<file path="config.mk">
export PLATFORM = sky130hd
export DESIGN_NAME = hamming_weight
export DESIGN_NICKNAME = d
export VERILOG_FILES = /design/src/rtl/hamming_weight.sv
export SDC_FILE = /design/constraint.sdc
export NUM_CORES = 1
export LEC_CHECK = 0
export CAP_MARGIN = 20
export CELL_PAD_IN_SITES_DETAIL_PLACEMENT = 2
export CELL_PAD_IN_SITES_GLOBAL_PLACEMENT = 2
export CORE_UTILIZATION = 37
export DETAILED_ROUTE_END_ITERATION = 10
export PLACE_DENSITY = 0.76
export SYNTH_ARGS = -nofsm -noshare
export SYNTH_HDL_FRONTEND = slang
export SYNTH_SLANG_ARGS = --single-unit
</file>
<file path="constraint.sdc">
create_clock -name clk -period 2.3 [get_ports clk]
set_clock_uncertainty 0.2 [all_clocks]
set_input_delay 0.69 -clock clk [delete_from_list [all_inputs] [get_ports clk]]
set_output_delay 0.69 -clock clk [all_outputs]
set_load 0.005 [all_outputs]
</file>
<file path="src/rtl/hamming_weight.sv">
// hamming_weight: 16-bit population counter built as a 4-edge adder tree.
// One operation in flight; result strobed on hw_vld for exactly one cycle.

// Per-lane level-1 counter: number of set bits in one 2-bit pair.
module hw_pair_cnt (
    input  logic [1:0] bits,
    output logic [1:0] cnt
);
    assign cnt = {1'b0, bits[1]} + {1'b0, bits[0]};
endmodule

module hamming_weight (
    input  logic        clk,
    input  logic        rst_n,     // active-high asynchronous reset
    input  logic        op_start,
    input  logic [15:0] din,
    output logic        hw_vld,
    output logic [4:0]  hamW
);
    localparam int NUM_PAIRS = 8;

    typedef enum logic [2:0] {IDLE, L1, L2, L3, DONE} state_t;

    state_t                     state;
    logic [NUM_PAIRS-1:0][1:0]  lvl1_d;
    logic [7:0][1:0]            lvl1;   // pair counts, 0..2
    logic [3:0][2:0]            lvl2;   // nibble counts, 0..4
    logic [1:0][3:0]            lvl3;   // byte counts, 0..8
    logic [3:0][2:0]            lvl2_d;
    logic [1:0][3:0]            lvl3_d;
    logic [4:0]                 total;

    // Level-1 pair counters, one instance per 2-bit lane of din
    genvar g;
    generate
        for (g = 0; g < NUM_PAIRS; g++) begin : g_pair
            hw_pair_cnt u_pair (
                .bits(din[2*g+1:2*g]),
                .cnt (lvl1_d[g])
            );
        end
    endgenerate

    // Next-level sums; each level widens by one bit so nothing can overflow
    always_comb begin
        for (int i = 0; i < 4; i++)
            lvl2_d[i] = 3'(lvl1[2*i]) + 3'(lvl1[2*i+1]);
        for (int i = 0; i < 2; i++)
            lvl3_d[i] = 4'(lvl2[2*i]) + 4'(lvl2[2*i+1]);
        total = 5'(lvl3[0]) + 5'(lvl3[1]);
    end

    // Sequencer: advances one tree level per edge, registers result and strobe.
    // din is only captured on the accepting edge (IDLE or DONE with op_start).
    always_ff @(posedge clk or posedge rst_n) begin
        if (rst_n) begin
            state  <= IDLE;
            lvl1   <= '0;
            lvl2   <= '0;
            lvl3   <= '0;
            hw_vld <= 1'b0;
            hamW   <= '0;
        end else begin
            case (state)
                IDLE: begin
                    if (op_start) begin
                        lvl1  <= lvl1_d;
                        state <= L1;
                    end
                end
                L1: begin
                    lvl2  <= lvl2_d;
                    state <= L2;
                end
                L2: begin
                    lvl3  <= lvl3_d;
                    state <= L3;
                end
                L3: begin
                    hamW   <= total;
                    hw_vld <= 1'b1;
                    state  <= DONE;
                end
                DONE: begin
                    hw_vld <= 1'b0;
                    if (op_start) begin
                        lvl1  <= lvl1_d;
                        state <= L1;
                    end else begin
                        state <= IDLE;
                    end
                end
                default: begin
                    hw_vld <= 1'b0;
                    state  <= IDLE;
                end
            endcase
        end
    end
endmodule

</file>
### After elaboration in Yosys (flattened, before gate mapping)

Index checks and enable logic that the tools add are counted.

| word-level totals | value |
|---|---|
| input bits | 19 |
| word-level logic and storage cells | 45 |
| flip-flop bits (word level) | 45 |
| output and inout bits | 6 |

| cells by class | value |
|---|---|
| reduce and logical (&&, ||, !) cells | 4 |
| eq/ne operators | 5 |
| $add $sub $neg | 15 |
| muxes and demuxes | 4 |

Operators with widths:

| operator | number |
|---|---|
| $add A1 B1 Y2 | 8 |
| $pmux W3 S5 | 1 |
| $add A2 B2 Y3 | 4 |
| $add A3 B3 Y4 | 2 |
| $eq A3 B2 Y1 const B | 2 |
| $add A4 B4 Y5 | 1 |
| $eq A3 B1 Y1 const B | 1 |
| $eq A3 B3 Y1 const B | 1 |
| $logic_not A3 Y1 | 1 |
| $mux W3 | 1 |
| $reduce_or A3 Y1 | 1 |
| $ne A2 B2 Y1 const B | 1 |
| $pmux W1 S2 | 1 |
| $reduce_and A2 Y1 | 1 |
| $reduce_or A2 Y1 | 1 |
| $mux W1 | 1 |

### Logic depth before layout (Yosys ltp)

Gate-level depths: netlist of run 1.

| depth | value |
|---|---|
| depth in word-level cells | 3 |
| depth in mapped cells | 5 |

### Modules after synthesis

From an unflattened synthesis of run 1, not the netlist that was laid out.

| second synthesis, totals | value |
|---|---|
| cell total of the unflattened synthesis | 191 |
| area, all modules | 2,212.1 um^2 |

By module, submodules not included:

| module | area an instance (um^2) | times used | cells each |
|---|---|---|---|
| hamming_weight | 2,112.0 | 1 | 183 |
| hw_pair_cnt | 12.5 | 8 | 1 |

### Worst setup path before layout of run 1

Ideal clock, no wire load.

| path | value |
|---|---|
| kind | input to register |
| start | input port op_start |
| end | register lvl1[0] (netlist bit) |
| data required time | 1.975 ns |
| slack | 0.530 ns |
| stages on the path | 3 |
| path buffers | 1 |
| setup time | 0.125 ns |
| arrival | 1.446 ns |
| cells stage by stage | nor3b_2 > buf_2 > mux2_2 |

| between the ends | value |
|---|---|
| cells in the longest elaborated chain, start to end | 1 |

RTL lines:

| what | line | text |
|---|---|---|
| start: declaration | 15 | `input logic op_start,` |
| $reduce_and A2 Y1 (no source line) | n/a |  |
| end signal: assignment | 67 | `lvl1 <= lvl1_d;` |
| end signal: assignment | 87 | `lvl1 <= lvl1_d;` |
| end: declaration | 26 | `logic [7:0][1:0] lvl1;` |

No other way between the ends.
A chain may end at the register's enable or synchronous reset.

### Final worst setup path of run 1

| path | value |
|---|---|
| start | register hamW[0] |
| end | output port hamW[0] |

RTL lines:

| what | line | text |
|---|---|---|
| start: declaration | 18 | `output logic [4:0] hamW` |
| start signal: assignment | 80 | `hamW <= total;` |

No word-level cell between the ends.

==> results of run 1 <==
## worst paths after layout
kind / slack, ns / startpoint / end
worst max register to register: 0.54 / lvl3[0] / hamW[4]
worst min-delay path: 0.29 / hamW[1] / hamW[1]
worst max-delay path: 0.25 / hamW[0] / hamW[0]
worst min register to register: 0.29 / hamW[1] / hamW[1]
max in group asynchronous: 1.15 / rst_n / lvl2[3]
min in group asynchronous: 0.54 / rst_n / lvl3[1]
## power by group
group          internal, mW  leakage, nW  switching, mW
combinational         0.681        0.659          0.750
clock                 0.217       0.0395          0.272
sequential             1.16        0.568          0.261
## cell families after synthesis
group                      count (synthesis)  share of synthesized area
muxes                                     12                     0.0615
adders and majority gates                 29                      0.189
and+or+nand+nor                           64                      0.129
DFF                                       45                      0.512
xor gates and xnor gates                   3                     0.0120
buffers and inverters                     17                     0.0347
AOI/OAI and AO/OA                         25                     0.0620
## registers in the layout, indices dropped and copies added, names as in the netlist
name	count
hamW	5
hw_vld	1
lvl1	16
lvl2	12
lvl3	8
state	3
## per-layer routing
layer / routed length, microns / vias up / share of wire
li1: - / 697 / -
met1: 1970 / 718 / 0.41
met2: 2630 / 21 / 0.55
met3: 102 / 4 / 0.021
met4: 62 / 0 / 0.013
met5: 0 / - / 0
## placed cells by master, fill, tap and decap left out, drive strengths merged
master         synthesis  routed
clkdlybuf4s50          0      24
or3b                   2       2
a211o                  1       1
nand2                 54      54
a21oi                  4       4
clkinv                 0       1
buf                    5       2
nand4                  1       1
a21o                   3       3
mux2                  12      12
dfrtp                 45      45
nand2b                 1       1
clkbuf                 0       8
fa                     7       7
nand3b                 1       1
nand3                  2       2
inv                   12      11
xor2                   1       1
o21ai                 17      17
nor3b                  3       3
ha                    22      22
xnor2                  2       2
## stage by stage
stage	cells	area, sq um
after detailed placement	288	2540
after floorplan	195	2200
after global routing	296	2620
after CTS	296	2620
after global placement	288	2540
final	296	2620
## layout make-up
class / instances / area [sq um] / share of cell area
clock buffer: 8 / 80.1 / 0.0306
timing repair buffer: 26 / 280 / 0.107
sequential: 45 / 1130 / 0.430
inverter: 12 / 45.0 / 0.0172
multi-input combinational: 133 / 996 / 0.380
tap: 72 / 90.1 / 0.0344
==> impl_metrics.env, run 1 <==
export IMPL_syn_avg_cell_area_sq_um=11.3
export IMPL_cts_tree="yes"
export IMPL_clk_path_buf_depth=2
export IMPL_dp_hpwl_microns=3560
export IMPL_clock_sinks=45
export IMPL_firstDrtPassIters=4
export IMPL_ant_nets=0
export IMPL_grt_util_met1=0.205
export IMPL_ios=25
export IMPL_busiest_layer="met2"
export IMPL_rsz0062_at_grt="false"
export IMPL_dieWidth_microns=79.1
export IMPL_nets=271
export IMPL_fin_ws_ns=0.253
export IMPL_post_drt_wl_per_cell_microns=16.1
export IMPL_crit_required_ns=1.41
export IMPL_post_place_ws_ns=0.0554
export IMPL_synth_top_area_cell="dfrtp_1"
export IMPL_crit_path_max_fanout=2
export IMPL_antenna_found_initial=0
export IMPL_cts_buffers_inserted=5
export IMPL_power_mw=3.34
export IMPL_worstHoldPathCells=2
export IMPL_syn_num_nets=243
export IMPL_synth_top_area_frac=0.512
export IMPL_clk_pin_slew_ns=0.08
export IMPL_tightest_slew_ns=0.611
export IMPL_totalNegativeSetupSlack_ns=0
export IMPL_grt_pass1_vias=1675
export IMPL_grt_remaining_overflow=0
export IMPL_hold_class="reg2reg"
export IMPL_peakVddDrop_mv=0.404
export IMPL_synth_cell_types=22
export IMPL_yosysSeqAreaShare=0.512
export IMPL_setup_viol=0
export IMPL_worstSkewPairLatency_ns=0.30
export IMPL_outcome="finished, final reports clean"
export IMPL_final_util=0.467
export IMPL_fin_crit_sh=0.890
export IMPL_worstSetupStartpointType="register"
export IMPL_grt_max_degree=46
export IMPL_die_h_microns=79.1
export IMPL_cp_depth=1
export IMPL_finalHoldViolCount=0
export IMPL_drtIter0Drc=25
export IMPL_synth_area_leaders="dfrtp_1 51%, ha_1 13%, nand2_1 9.2%"
export IMPL_grtUsageTotal=0.180
export IMPL_p_leak_nw=1.27
export IMPL_cts_max_level=2
export IMPL_crit_family="buffers and inverters"
export IMPL_grt_pass1_wl_microns=8330
export IMPL_cap_violations=0
export IMPL_drc=0
export IMPL_placementRows=27
export IMPL_hold_slack_ns=0.287
export IMPL_power_density_nw_per_um2=1280
export IMPL_end_kind="output port"
export IMPL_slew_viol_final=0
export IMPL_max_stage_delay_ns=0.50
export IMPL_synth_edf_count=0
export IMPL_portBuffers=24
export IMPL_initial_core_util=0.392
export IMPL_critPathKind="reg2out"
export IMPL_antenna_cells=0
export IMPL_path_cells="clkdlybuf4s50_1"
export IMPL_async_flop_share=1.00
export IMPL_use_met2=0.322
export IMPL_reg2reg_depth=5
export IMPL_worst_path_max_delay_cell="clkdlybuf4s50_1"
export IMPL_post_cts_repair_setup_buffers=0
export IMPL_fillCellCount=611
export IMPL_relSlewSlack=0.591
export IMPL_drive_gt1_frac=0.0938
export IMPL_synth_warnings=0
export IMPL_ys_ff_latch=45
export IMPL_synth_most_common_cell="nand2_1"
export IMPL_area_delta_synth_final_pct=19.1
export IMPL_gp_routability_congestion=0.735
export IMPL_root_buffer="clkbuf_8"
export IMPL_timing_fmax_mhz=488
export IMPL_gr_usage_met3=0.0310
export IMPL_wirelength_microns=4770
export IMPL_synthCells=195
export IMPL_syn_area_sq_um=2200
export IMPL_vias=1440
export IMPL_synth_top_cells_by_count="54 x nand2_1, 45 x dfrtp_1, 22 x ha_1"
export IMPL_post_cts_resized=0
export IMPL_core_region_area_sq_um=5610
export IMPL_fin_crit_ns=2.05
export IMPL_critPathBufInv=1
export IMPL_synth_flop_cell="dfrtp_1"
export IMPL_postCtsHoldBufs=0
export IMPL_design_die_area_sq_um=6250
export IMPL_vias_per_cell=4.86
export IMPL_arrival_ns=1.16
No activity file was read; power rests on OpenSTA's default activity.
==> inputs of run 2 (changes only) <==
- SETUP_SLACK_MARGIN: default -> 0.2
==> run 2 against run 1 <==
- sequential cell count unchanged
- fmax increased by 0.19%
- sequential power about the same
- die area unchanged
- first-iteration DRC count unchanged
- clock power about the same
- critical path depth unchanged
- via count unchanged
- non-clock buffer count unchanged
- design area about the same
- power about the same
- largest power group unchanged
- highest routed layer unchanged
==> impl_metrics.env, run 2 (same netlist as run 1, synthesis figures left out) <==
export IMPL_outcome="finished, final reports clean"
export IMPL_worstSkewPairLatency_ns=0.30
export IMPL_grtUsageTotal=0.180
export IMPL_grt_max_degree=46
export IMPL_r2r_end="hamW[4]"
export IMPL_ant_nets=0
export IMPL_final_cell_mix="54 x nand2_1, 45 x dfrtp_1, 23 x clkdlybuf4s50_1, 22 x ha_1, 12 x mux2_2"
export IMPL_cp_depth=1
export IMPL_reg2reg_depth=5
export IMPL_grt_pass1_wl_microns=8330
export IMPL_clk_path_buf_depth=2
export IMPL_max_stage_delay_ns=0.50
export IMPL_totalNegativeSetupSlack_ns=0
export IMPL_timing_fmax_mhz=489
export IMPL_finalHoldViolCount=0
export IMPL_clock_sinks=45
export IMPL_crit_required_ns=1.41
export IMPL_postCtsHoldBufs=0
export IMPL_cap_violations=0
export IMPL_largest_reg_flops=16
export IMPL_rsz0062_at_grt="false"
export IMPL_setup_viol=0
export IMPL_cts_tree="yes"
export IMPL_power_density_nw_per_um2=1270
export IMPL_post_cts_resized=0
export IMPL_r2r_slack_ns=0.54
export IMPL_clk_pin_slew_ns=0.08
export IMPL_antenna_found_initial=0
export IMPL_firstDrtPassIters=4
export IMPL_crit_family="buffers and inverters"
export IMPL_wirelength_microns=4770
export IMPL_fin_crit_ns=2.04
export IMPL_final_common_cell="nand2_1"
export IMPL_r2r_start="lvl3[0]"
export IMPL_root_buffer="clkbuf_8"
export IMPL_ios=25
export IMPL_critPathKind="reg2out"
export IMPL_top_regs="lvl1: 16 flops, lvl2: 12 flops, lvl3: 8 flops"
export IMPL_path_cells="clkdlybuf4s50_1"
export IMPL_crit_path_max_fanout=2
export IMPL_antenna_cells=0
export IMPL_peakVddDrop_mv=0.404
export IMPL_dieWidth_microns=79.1
export IMPL_vias=1440
export IMPL_drive_gt1_frac=0.0938
export IMPL_cts_buffers_inserted=5
export IMPL_placementRows=27
export IMPL_gp_routability_congestion=0.735
export IMPL_drtIter0Drc=25
export IMPL_regMostFlops="lvl1"
export IMPL_design_die_area_sq_um=6250
export IMPL_hold_class="reg2reg"
export IMPL_tightest_slew_ns=0.611
export IMPL_p_leak_nw=1.28
export IMPL_vias_per_cell=4.86
export IMPL_fin_crit_sh=0.888
export IMPL_area_delta_synth_final_pct=19.2
export IMPL_drc=0
export IMPL_final_util=0.467
export IMPL_grt_pass1_vias=1675
export IMPL_initial_core_util=0.392
export IMPL_post_cts_repair_setup_buffers=0
export IMPL_cts_max_level=2
export IMPL_cp_endpoint="hamW[4]"
export IMPL_relSlewSlack=0.591
export IMPL_worstSetupStartpointType="register"
export IMPL_post_drt_wl_per_cell_microns=16.1
export IMPL_grt_remaining_overflow=0
export IMPL_hold_slack_ns=0.287
export IMPL_arrival_ns=1.15
export IMPL_critPathBufInv=1
export IMPL_end_kind="output port"
export IMPL_core_region_area_sq_um=5610
export IMPL_die_h_microns=79.1
export IMPL_dp_hpwl_microns=3560
export IMPL_power_mw=3.34
export IMPL_portBuffers=24
export IMPL_critPathLaunch="hamW[4]"
export IMPL_worst_path_max_delay_cell="clkdlybuf4s50_1"
export IMPL_nets=271
export IMPL_slew_viol_final=0
-- run 2: cell count changes in the layout (fill, tap and decap cells not counted), sizes merged --
| cell | previous run | this run |
|---|---|---|
| clkdlybuf4s50 | 24 | 23 |
| dlymetal6s2s | 0 | 1 |
-- run 2: worst min path at each step --
stage             from  endpoint  cells after the start
5_1_grt        hamW[3]   hamW[3]                      2
6_report       hamW[1]   hamW[1]                      2
2_1_floorplan  lvl2[3]   lvl2[3]                      2
3_5_place_dp   hamW[1]   hamW[1]                      2
3_3_place_gp   hamW[0]   hamW[0]                      2
4_1_cts        hamW[1]   hamW[1]                      2
-- run 2: final cells by class --
class | instances | area [sq um]
clock buffer | 8 | 80.1
fill | 610 | 2990
inverter | 12 | 45.0
multi-input combinational | 133 | 996
sequential | 45 | 1130
tap | 72 | 90.1
timing repair buffer | 26 | 283
-- run 2: power breakdown --
group | switching, mW | internal (mW) | leakage (nW)
sequential | 0.260 | 1.16 | 0.568
clock | 0.272 | 0.217 | 0.0395
combinational | 0.750 | 0.678 | 0.671
-- run 2: metrics by stage --
step / setup slack [ns] / instance area (sq um) / std cells
global placement: 0.0947 / 2540 / 288
finish: 0.256 / 2620 / 296
detailed placement: 0.0554 / 2540 / 288
floorplan: 0.351 / 2200 / 195
global route: 0.209 / 2620 / 296
CTS: 0.230 / 2620 / 296
-- run 2: layer usage --
metal,GRT usage,vias to the layer above,part of all wire
met1,0.205,718,0.41
met3,0.0310,4,0.022
met2,0.322,21,0.55
met5,0,-,0
li1,-,697,-
met4,0.0927,0,0.013
-- run 2: worst reg2reg max path: cells and delay by family, from the launching register on --
kind / cells / cell delay [ns]
adder cells (fa/ha/maj): 2 / 0.65
flip-flops: 1 / 0.39
AO/OA/AOI/OAI: 3 / 0.40
==> inputs of run 3 (changes only) <==
- CTS_CLUSTER_DIAMETER: default -> 100
==> results of run 3 <==
No change in the layout: final DEF, timing and power equal those of run 2.
